<file path="src/rtl/ext_bus_uart_tx.sv">
// External-bus register responder with a TX FIFO feeding an 8N1 UART serializer.
// Bus transfers complete with a one-cycle acknowledge; write side effects commit with that acknowledge.
module ext_bus_uart_tx #(
    parameter int FIFO_DEPTH       = 16,
    parameter int DEFAULT_BAUD_DIV = 433
) (
    input  logic        sys_clk,
    input  logic        sys_rst,
    input  logic [2:0]  bus_address,
    input  logic        bus_enable,
    input  logic [3:0]  bus_byte_enable,
    input  logic        bus_rw,
    input  logic [31:0] bus_write_data,
    output logic [31:0] bus_read_data,
    output logic        bus_acknowledge,
    output logic        bus_irq,
    output logic        uart_txd
);
    localparam int PTR_W = (FIFO_DEPTH > 1) ? $clog2(FIFO_DEPTH) : 1;
    localparam int LVL_W = PTR_W + 1;

    typedef enum logic [1:0] {ST_IDLE, ST_START, ST_DATA, ST_STOP} tx_state_t;

    logic              ack_reg;
    logic [31:0]       rdata_reg;
    logic              irq_reg;
    logic              irq_en_reg;
    logic              tx_en_reg;
    logic              ovf_reg;
    logic [15:0]       baud_reg;
    logic [PTR_W-1:0]  wr_ptr_reg;
    logic [PTR_W-1:0]  rd_ptr_reg;
    logic [LVL_W-1:0]  level_reg;
    logic [7:0]        mem [FIFO_DEPTH];

    tx_state_t         state_reg, state_next;
    logic [15:0]       cnt_reg, cnt_next;
    logic [15:0]       div_reg, div_next;
    logic [2:0]        bit_reg, bit_next;
    logic [7:0]        shift_reg, shift_next;
    logic              txd_reg, txd_next;
    logic              pop;

    logic              access, wr_access, rd_access;
    logic              push_req, push, ovf_set;
    logic              full, empty, busy;
    logic [31:0]       rd_mux;
    logic [15:0]       baud_merge;
    logic [15:0]       baud_new;
    logic              unused_bits;

    // A request seen while the acknowledge is high is the tail of the same transfer.
    assign access    = bus_enable & ~ack_reg;
    assign wr_access = access & ~bus_rw;
    assign rd_access = access & bus_rw;

    assign full  = (level_reg == LVL_W'(FIFO_DEPTH));
    assign empty = (level_reg == '0);
    assign busy  = (state_reg != ST_IDLE);

    // When full, a same-cycle pop frees the slot before the push lands.
    assign push_req = wr_access & (bus_address == 3'd0) & bus_byte_enable[0];
    assign push     = push_req & (~full | pop);
    assign ovf_set  = push_req & full & ~pop;

    generate
        for (genvar gi = 0; gi < 2; gi++) begin : g_baud_lane
            assign baud_merge[gi*8 +: 8] = bus_byte_enable[gi] ? bus_write_data[gi*8 +: 8]
                                                                : baud_reg[gi*8 +: 8];
        end
    endgenerate
    assign baud_new = (baud_merge == 16'd0) ? 16'd1 : baud_merge;

    assign unused_bits = ^{bus_write_data[31:16], bus_byte_enable[3:2]};

    always_comb begin
        rd_mux = 32'd0;
        case (bus_address)
            3'd1:    rd_mux = {16'd0, 8'(level_reg), 4'd0, ovf_reg, busy, empty, full};
            3'd2:    rd_mux = {30'd0, tx_en_reg, irq_en_reg};
            3'd3:    rd_mux = {16'd0, baud_reg};
            default: rd_mux = 32'd0;
        endcase
    end

    always_ff @(posedge sys_clk) begin
        if (sys_rst) begin
            ack_reg    <= 1'b0;
            rdata_reg  <= 32'd0;
            irq_reg    <= 1'b0;
            irq_en_reg <= 1'b0;
            tx_en_reg  <= 1'b0;
            ovf_reg    <= 1'b0;
            baud_reg   <= 16'(DEFAULT_BAUD_DIV);
        end else begin
            ack_reg   <= access;
            rdata_reg <= rd_access ? rd_mux : 32'd0;
            irq_reg   <= irq_en_reg & empty & ~busy;
            if (wr_access && bus_address == 3'd2 && bus_byte_enable[0]) begin
                irq_en_reg <= bus_write_data[0];
                tx_en_reg  <= bus_write_data[1];
            end
            if (wr_access && bus_address == 3'd3 && (bus_byte_enable[1:0] != 2'b00)) begin
                baud_reg <= baud_new;
            end
            if (ovf_set) begin
                ovf_reg <= 1'b1;
            end else if (wr_access && bus_address == 3'd1 && bus_byte_enable[0] && bus_write_data[3]) begin
                ovf_reg <= 1'b0;
            end
        end
    end

    always_ff @(posedge sys_clk) begin
        if (sys_rst) begin
            wr_ptr_reg <= '0;
            rd_ptr_reg <= '0;
            level_reg  <= '0;
        end else begin
            if (push) wr_ptr_reg <= wr_ptr_reg + PTR_W'(1);
            if (pop)  rd_ptr_reg <= rd_ptr_reg + PTR_W'(1);
            case ({push, pop})
                2'b10:   level_reg <= level_reg + LVL_W'(1);
                2'b01:   level_reg <= level_reg - LVL_W'(1);
                default: level_reg <= level_reg;
            endcase
        end
    end

    always_ff @(posedge sys_clk) begin
        if (push) mem[wr_ptr_reg] <= bus_write_data[7:0];
    end

    always_comb begin
        state_next = state_reg;
        cnt_next   = cnt_reg;
        div_next   = div_reg;
        bit_next   = bit_reg;
        shift_next = shift_reg;
        pop        = 1'b0;
        case (state_reg)
            ST_IDLE: begin
                if (tx_en_reg && !empty) begin
                    pop        = 1'b1;
                    div_next   = baud_reg;
                    cnt_next   = 16'd0;
                    state_next = ST_START;
                end
            end
            ST_START: begin
                if (cnt_reg == div_reg) begin
                    cnt_next   = 16'd0;
                    bit_next   = 3'd0;
                    state_next = ST_DATA;
                end else begin
                    cnt_next = cnt_reg + 16'd1;
                end
            end
            ST_DATA: begin
                if (cnt_reg == div_reg) begin
                    cnt_next   = 16'd0;
                    shift_next = {1'b0, shift_reg[7:1]};
                    if (bit_reg == 3'd7) state_next = ST_STOP;
                    else                 bit_next   = bit_reg + 3'd1;
                end else begin
                    cnt_next = cnt_reg + 16'd1;
                end
            end
            ST_STOP: begin
                if (cnt_reg == div_reg) begin
                    cnt_next = 16'd0;
                    // Chain straight into the next start bit when more data is waiting.
                    if (tx_en_reg && !empty) begin
                        pop        = 1'b1;
                        div_next   = baud_reg;
                        state_next = ST_START;
                    end else begin
                        state_next = ST_IDLE;
                    end
                end else begin
                    cnt_next = cnt_reg + 16'd1;
                end
            end
            default: state_next = ST_IDLE;
        endcase
        txd_next = 1'b1;
        if (state_next == ST_START)     txd_next = 1'b0;
        else if (state_next == ST_DATA) txd_next = shift_next[0];
    end

    always_ff @(posedge sys_clk) begin
        if (sys_rst) begin
            state_reg <= ST_IDLE;
            cnt_reg   <= 16'd0;
            div_reg   <= 16'd0;
            bit_reg   <= 3'd0;
            shift_reg <= 8'd0;
            txd_reg   <= 1'b1;
        end else begin
            state_reg <= state_next;
            cnt_reg   <= cnt_next;
            div_reg   <= div_next;
            bit_reg   <= bit_next;
            shift_reg <= pop ? mem[rd_ptr_reg] : shift_next;
            txd_reg   <= txd_next;
        end
    end

    assign bus_acknowledge = ack_reg;
    assign bus_read_data   = rdata_reg;
    assign bus_irq         = irq_reg;
    assign uart_txd        = txd_reg;
endmodule

</file>
<file path="config.mk">
export PLATFORM = sky130hd
export DESIGN_NAME = ext_bus_uart_tx
export DESIGN_NICKNAME = d
export VERILOG_FILES = /design/src/rtl/ext_bus_uart_tx.sv
export SDC_FILE = /design/constraint.sdc
export NUM_CORES = 1
export LEC_CHECK = 0
export CAP_MARGIN = 5
export CORE_MARGIN = 4
export CORE_UTILIZATION = 44
export DETAILED_ROUTE_END_ITERATION = 12
export GPL_ROUTABILITY_DRIVEN = 0
export GPL_TIMING_DRIVEN = 0
export SETUP_SLACK_MARGIN = 0.2
export SLEW_MARGIN = 20
export SYNTH_ARGS = -nofsm -noshare
export SYNTH_HDL_FRONTEND = slang
export SYNTH_SLANG_ARGS = --single-unit
</file>
<file path="constraint.sdc">
create_clock -name sys_clk -period 4.4 [get_ports sys_clk]
set_input_delay 0.44 -clock sys_clk [delete_from_list [all_inputs] [get_ports sys_clk]]
set_output_delay 0.44 -clock sys_clk [all_outputs]
set_load 0.03 [all_outputs]
</file>
# Word level (Yosys, flattened, before mapping)
# Memory sizes are Yosys's and may differ from the RTL's. A register that Yosys moved wholly into a read port is not among the register bits.
# Cells that the tools add are included.
totals:
  wordCells: 121
  inputBits: 43
  ff_bits: 112
  ramBits: 128
  output_inout_bits: 35
  n_memories: 1
classes:
  n_mux: 36
  n_reduce_logical: 26
  n_eq_ne: 18
  bitwise_logic: 17
  add_sub_neg: 6
memory_table:
  columns: ["memory", "depth", "word_bits", "rd", "rd_ports_with_merged_regs", "write_ports", "line", "text"]
  rows:
  - ["mem", 16, 8, 1, 1, 1, "34", "logic [7:0] mem [FIFO_DEPTH];"]
op_table:
  columns: ["cell", "n"]
  rows:
  - ["$mux W16", 5]
  - ["$pmux W16 S2", 2]
  - ["$pmux W16 S3", 1]
  - ["$mux W8", 5]
  - ["$add A16 B1 Y16 const B", 1]
  - ["$eq A16 B16 Y1", 1]
  - ["$logic_not A16 Y1", 1]
  - ["$reduce_bool A2 Y1", 8]
  - ["$and A1 B1 Y1", 10]
  - ["$mux W2", 5]
  - ["$ne A2 B2 Y1 const B", 5]
  - ["$pmux W5 S2", 1]
  - ["$mux W1", 9]
  - ["$mux W3", 3]
  - ["$add A4 B1 Y4 const B", 2]
  - ["$eq A2 B2 Y1 const B", 4]
  - ["$logic_and A1 B1 Y1", 8]
  - ["$mux W4", 2]
  - ["$pmux W2 S4", 1]
  - ["$eq A2 B1 Y1 const B", 3]
  - ["$eq A3 B2 Y1 const B", 2]
  - ["$not A1 Y1", 6]
  - ["$pmux W3 S2", 1]
  - ["$add A5 B1 Y5 const B", 1]
  - ["15 further kinds", 16]

# Longest topological paths before layout
depth:
  depth_word: 10
  mapped_depth: 15
  depth_no_buf: 13

# Worst setup path after synthesis
# No wires, ideal clock.
synth_path:
  kind: "reg-to-reg"
  startpoint: "register cnt_reg[5]"
  endpoint: "register level_reg[4]"
  required_time_ns: 4.330
  stages_incl_launch_ff: 15
  t_arrival_ns: 2.592
  n_path_buf: 1
  setup_ns: 0.070
  synth_period_minus_slack_ns: 2.662
  slack_ns: 1.738
  path_cell_list: "dfxtp_1 -> xnor2_1 -> nand4_1 -> nor4_2 -> buf_4 -> a21o_2 -> nand2_1 -> inv_1 -> ha_1 -> nor2b_1 -> o21ai_0 -> nand2b_1 -> nand3b_1 -> a21o_1 -> a21oi_1"
synth_via:
  elab_chain_cells: 7
  elab_cells_between_ends: 9
  classes_between: "eq/ne: 3; mux: 3; bitwise: 2; reduce/logical: 1"
synth_rtl:
  columns: ["item", "line", "text"]
  rows:
  - ["start: declaration", "37", "logic [15:0] cnt_reg, cnt_next;"]
  - ["start signal: assignment", "201", "cnt_reg <= cnt_next;"]
  - ["$eq A16 B16 Y1 (*)", "170", "if (cnt_reg == div_reg) begin"]
  - ["$mux W1 (*)", "170", null]
  - ["$pmux W1 S2 (*)", "141", "case (state_reg)"]
  - ["$or A1 B1 Y1", "63", "assign push = push_req & (~full | pop);"]
  - ["$and A1 B1 Y1", "63", null]
  - ["$eq A2 B1 Y1 / $eq A2 B2 Y1 (equally long branches)", "122", "case ({push, pop})"]
  - ["$pmux W5 S2 / $reduce_bool A2 Y1 (equally long branches)", null, null]
  - ["end signal: assignment", "123", "2'b10: level_reg <= level_reg + LVL_W'(1);"]
  - ["end signal: assignment", "124", "2'b01: level_reg <= level_reg - LVL_W'(1);"]
  - ["end signal: assignment", "125", "default: level_reg <= level_reg;"]
  - ["end: declaration", "33", "logic [LVL_W-1:0] level_reg;"]
# Every way passes the cells marked *; elsewhere a longest branch is shown, timed or not.
# A chain may end at the register's enable or synchronous reset.

# Worst setup path after layout
# Ends and elaborated chain as after synthesis.

==> summary.md <==
| Metric | Value |
|---|---|
| Pwr dens | 394 nW/um^2 |
| Seq/Total Area, Yosys | 60.2% |
| IO buf count | 42 |
| Commonest non-fill, non-tap cell in the layout | edfxtp_1 |
| Max IR drop VDD | 332 uV |
| Hold WS | 477 ps |
| CP Capture Type | flip-flop |
| Core ar. | 21800 sq um |
| Placed Area | 10600 sq um |
| RSZ-0062 raised after global routing | false |
| Post-synth cell types | 64 |
| Final setup TNS | 0 ps |
| Clock Latency Late Sink | 540 ps |
| Vias in the first global route | 6374 |
| Worst endpoint required time | 4840 ps |
| Post-DR vias/cell | 5.41 |
| FF-to-FF Start | cnt_reg[5]$_SDFFE_PP0P_ |
| Post-CTS setup buffers | 0 |
| Worst r2r dst | level_reg[4]$_SDFFE_PP0P_ |
| Die ar. | 24500 sq um |
| CTS root buf | clkbuf_16 |
| Wire per inst | 19.3 um |
| Syn_area_per_cell | 12.7 sq um |
| Startpoint Class | flip-flop |
| Largest register FFs | 128 |
| Mapped Cells | 767 |
| Hold Startpoint | shift_reg[7]$_SDFFE_PP0P_ |
| Worst-path fanout max | 10 |
| Remaining DRCs | 0 |
| Die Y | 157 um |
| Final Instance Area | 11400 sq um |
| Max Freq | 309 MHz |
| Total CTS buffers | 24 |
| Clk slew on worst S/H paths | 60 ps |
| Hold Path End | shift_reg[7]$_SDFFE_PP0P_ |
| GRT Util Overall | 18.4% |
| Ys Warns | 0 |
| Largest net degree at the start of global routing | 20 |
| Critical Path, Cell by Cell | xnor2_1 > nand4_1 > nor4_2 > buf_4 > a21o_2 > nand2_1 > inv_1 > ha_1 > nor2b_1 > o21ai_0 > nand2b_1 > nand3b_1 > a21o_1 > a21oi_1 |
| Initial antenna violation count | 0 |
| Cell family with most CP delay | simple AND/OR/NAND/NOR gates |
| Starting density of the core | 44.7% |
| Worst rel slew slack | 42.3% |
| Worst Skew | 28.4 ps |
| Htree depth | 1 |
| Max stage delay on crit path | 460 ps |
| Pre-antenna DRT Iters | 5 |
| CTS max path bufs | 3 |
| # hold bufs at CTS | 0 |
| Hold Path Depth | 2 |
| Mapped cell area | 9720 sq um |
| Data arrival, critical path | 3680 ps |
| Final Routed Wirelength | 22.2 mm |
| CTS tree | done |
| Flops & latches, synth | 228 |
| Io pins | 78 |
| DP Cell Count | 1104 |
| Pins Over Slew Limit | 0 |
| Hpwl dp | 15.5 mm |
| Proportion of layout cells with a drive suffix above 1 | 14.1% |
| Final worst-path cycle share | 73.6% |
| P&R area growth vs syn | 17.0% |
| Status | finished, final reports clean |
| DR iter-0 viols | 387 |
| Power Total | 4.48 mW |
| Remaining Overflow, GRT | 0 |
| CP bufs+invs | 2 |
| Tightest Pin Transition | 863 ps |
| Slowest cell on the critical path | dfxtp_1 |
| Post-synth top flop | edfxtp_1 |
| Antenna viol nets, final | 0 |
| Hold Crit Class | reg2reg |
| Chip Width | 157 um |
| CTS sink count | 228 |
| Minimum clock period | 3240 ps |
| Final Instance Count excl. Fillers | 1148 |
| Nets | 910 |
| Row Count | 54 |
| Most frequent cells in the layout | edfxtp_1, dfxtp_1, nor2_1, a21oi_1, nand2_1 |
| Vias | 6208 |
| Post-synthesis async set-or-reset flop share | 0% |
| Ant. Diodes | 0 |
| Setup CP Type | reg2reg |
| Reg with most FFs | mem |
| Reg2reg setup slack | 1160 ps |
| Post-synth EDFFs | 128 |
| First-pass GRT wire length | 35.3 mm |
| Setup Viol. Count Final | 0 |
| Max-cap violation count | 0 |
| R2R depth | 14 |
| Final hold violation count | 0 |
| Leak | 3.96 nW |
| Resized cells post-CTS | 0 |
==> cell usage after synthesis, types with 4 or more instances <==
cell type,count,area share [%]
a211oi_1,16,1.2
a21o_1,5,0.39
a21oi_1,46,2.4
a311oi_1,5,0.45
and2_1,4,0.26
and3_1,10,0.64
buf_1,7,0.27
buf_2,5,0.26
buf_4,20,1.5
clkbuf_1,22,0.85
dfxtp_1,100,21
edfxtp_1,128,40
ha_1,16,2.1
inv_1,10,0.39
mux2i_1,42,4.3
mux4_2,32,7.4
nand2_1,45,1.7
nand2b_1,6,0.39
nand3_1,17,0.88
nand4_1,5,0.32
nor2_1,84,3.2
nor2b_1,12,0.77
nor3_1,11,0.57
nor4_1,6,0.39
o21ai_0,33,1.7
or4_1,6,0.46
xnor2_1,21,1.9
==> tightest hold or removal path: stages, from the launching register on <==
cell and delay (ps):
dfxtp_1 310, nand3_1 60, a21oi_1 60
==> kinds of logic after synthesis <==
logic type	count (synthesis)	synth area share, %
AOI/OAI and AO/OA	124	8.01
xor gates and xnor gates	23	2.07
adders and majority gates	17	2.27
buffers and inverters	66	3.46
DFF	228	60.2
muxes	80	12.5
other	1	0.0386
and+or+nand+nor	228	11.5
==> worst max-delay path by stage <==
stage	startpoint	end	slack, ps	cells after the start
floorplan	cnt_reg[5]$_SDFFE_PP0P_	level_reg[4]$_SDFFE_PP0P_	1740	14
global placement	bus_enable	mem[2][6]$_DFFE_PP_	800	8
detailed placement	bus_byte_enable[0]	level_reg[4]$_SDFFE_PP0P_	1100	13
CTS	cnt_reg[5]$_SDFFE_PP0P_	level_reg[4]$_SDFFE_PP0P_	1160	14
global route	cnt_reg[5]$_SDFFE_PP0P_	level_reg[4]$_SDFFE_PP0P_	970	14
finish	cnt_reg[5]$_SDFFE_PP0P_	level_reg[4]$_SDFFE_PP0P_	1160	14
==> layout make-up <==
cell class                      count  area [sq um]
Fill cell                        1887         10400
Sequential cell                   228          5850
Multi-Input combinational cell    488          3610
Clock buffer                       34           678
Timing Repair Buffer               42           420
Tap cell                          280           350
Buffer                             55           295
Clock inverter                     10           130
Inverter                           11          41.3
==> power by group <==
part | leakage, nW | switching [mW] | internal [mW]
Clock | 0.393 | 0.830 | 1.20
Sequential | 1.96 | 0.00426 | 2.25
Combinational | 1.61 | 0.131 | 0.0646
Total | 3.96 | 0.966 | 3.52
==> metrics by stage <==
stage | utilization, % | worst slack (ps)
floorplan | - | 1740
global placement | 48.5 | 803
detailed placement | 48.6 | 1100
CTS | 52.3 | 1160
global route | 52.3 | 975
finish | 52.3 | 1160
==> layer usage <==
| layer | share of wire, % | track usage, % | vias up |
|---|---|---|---|
| met1 | 47 | 26.7 | 3031 |
| met5 | 0 | 0 | - |
| met3 | 5.8 | 3.35 | 33 |
| li1 | - | - | 2974 |
| met4 | 1.8 | 4.50 | 0 |
| met2 | 46 | 29.1 | 170 |
No activity file was read; power rests on OpenSTA's default activity.
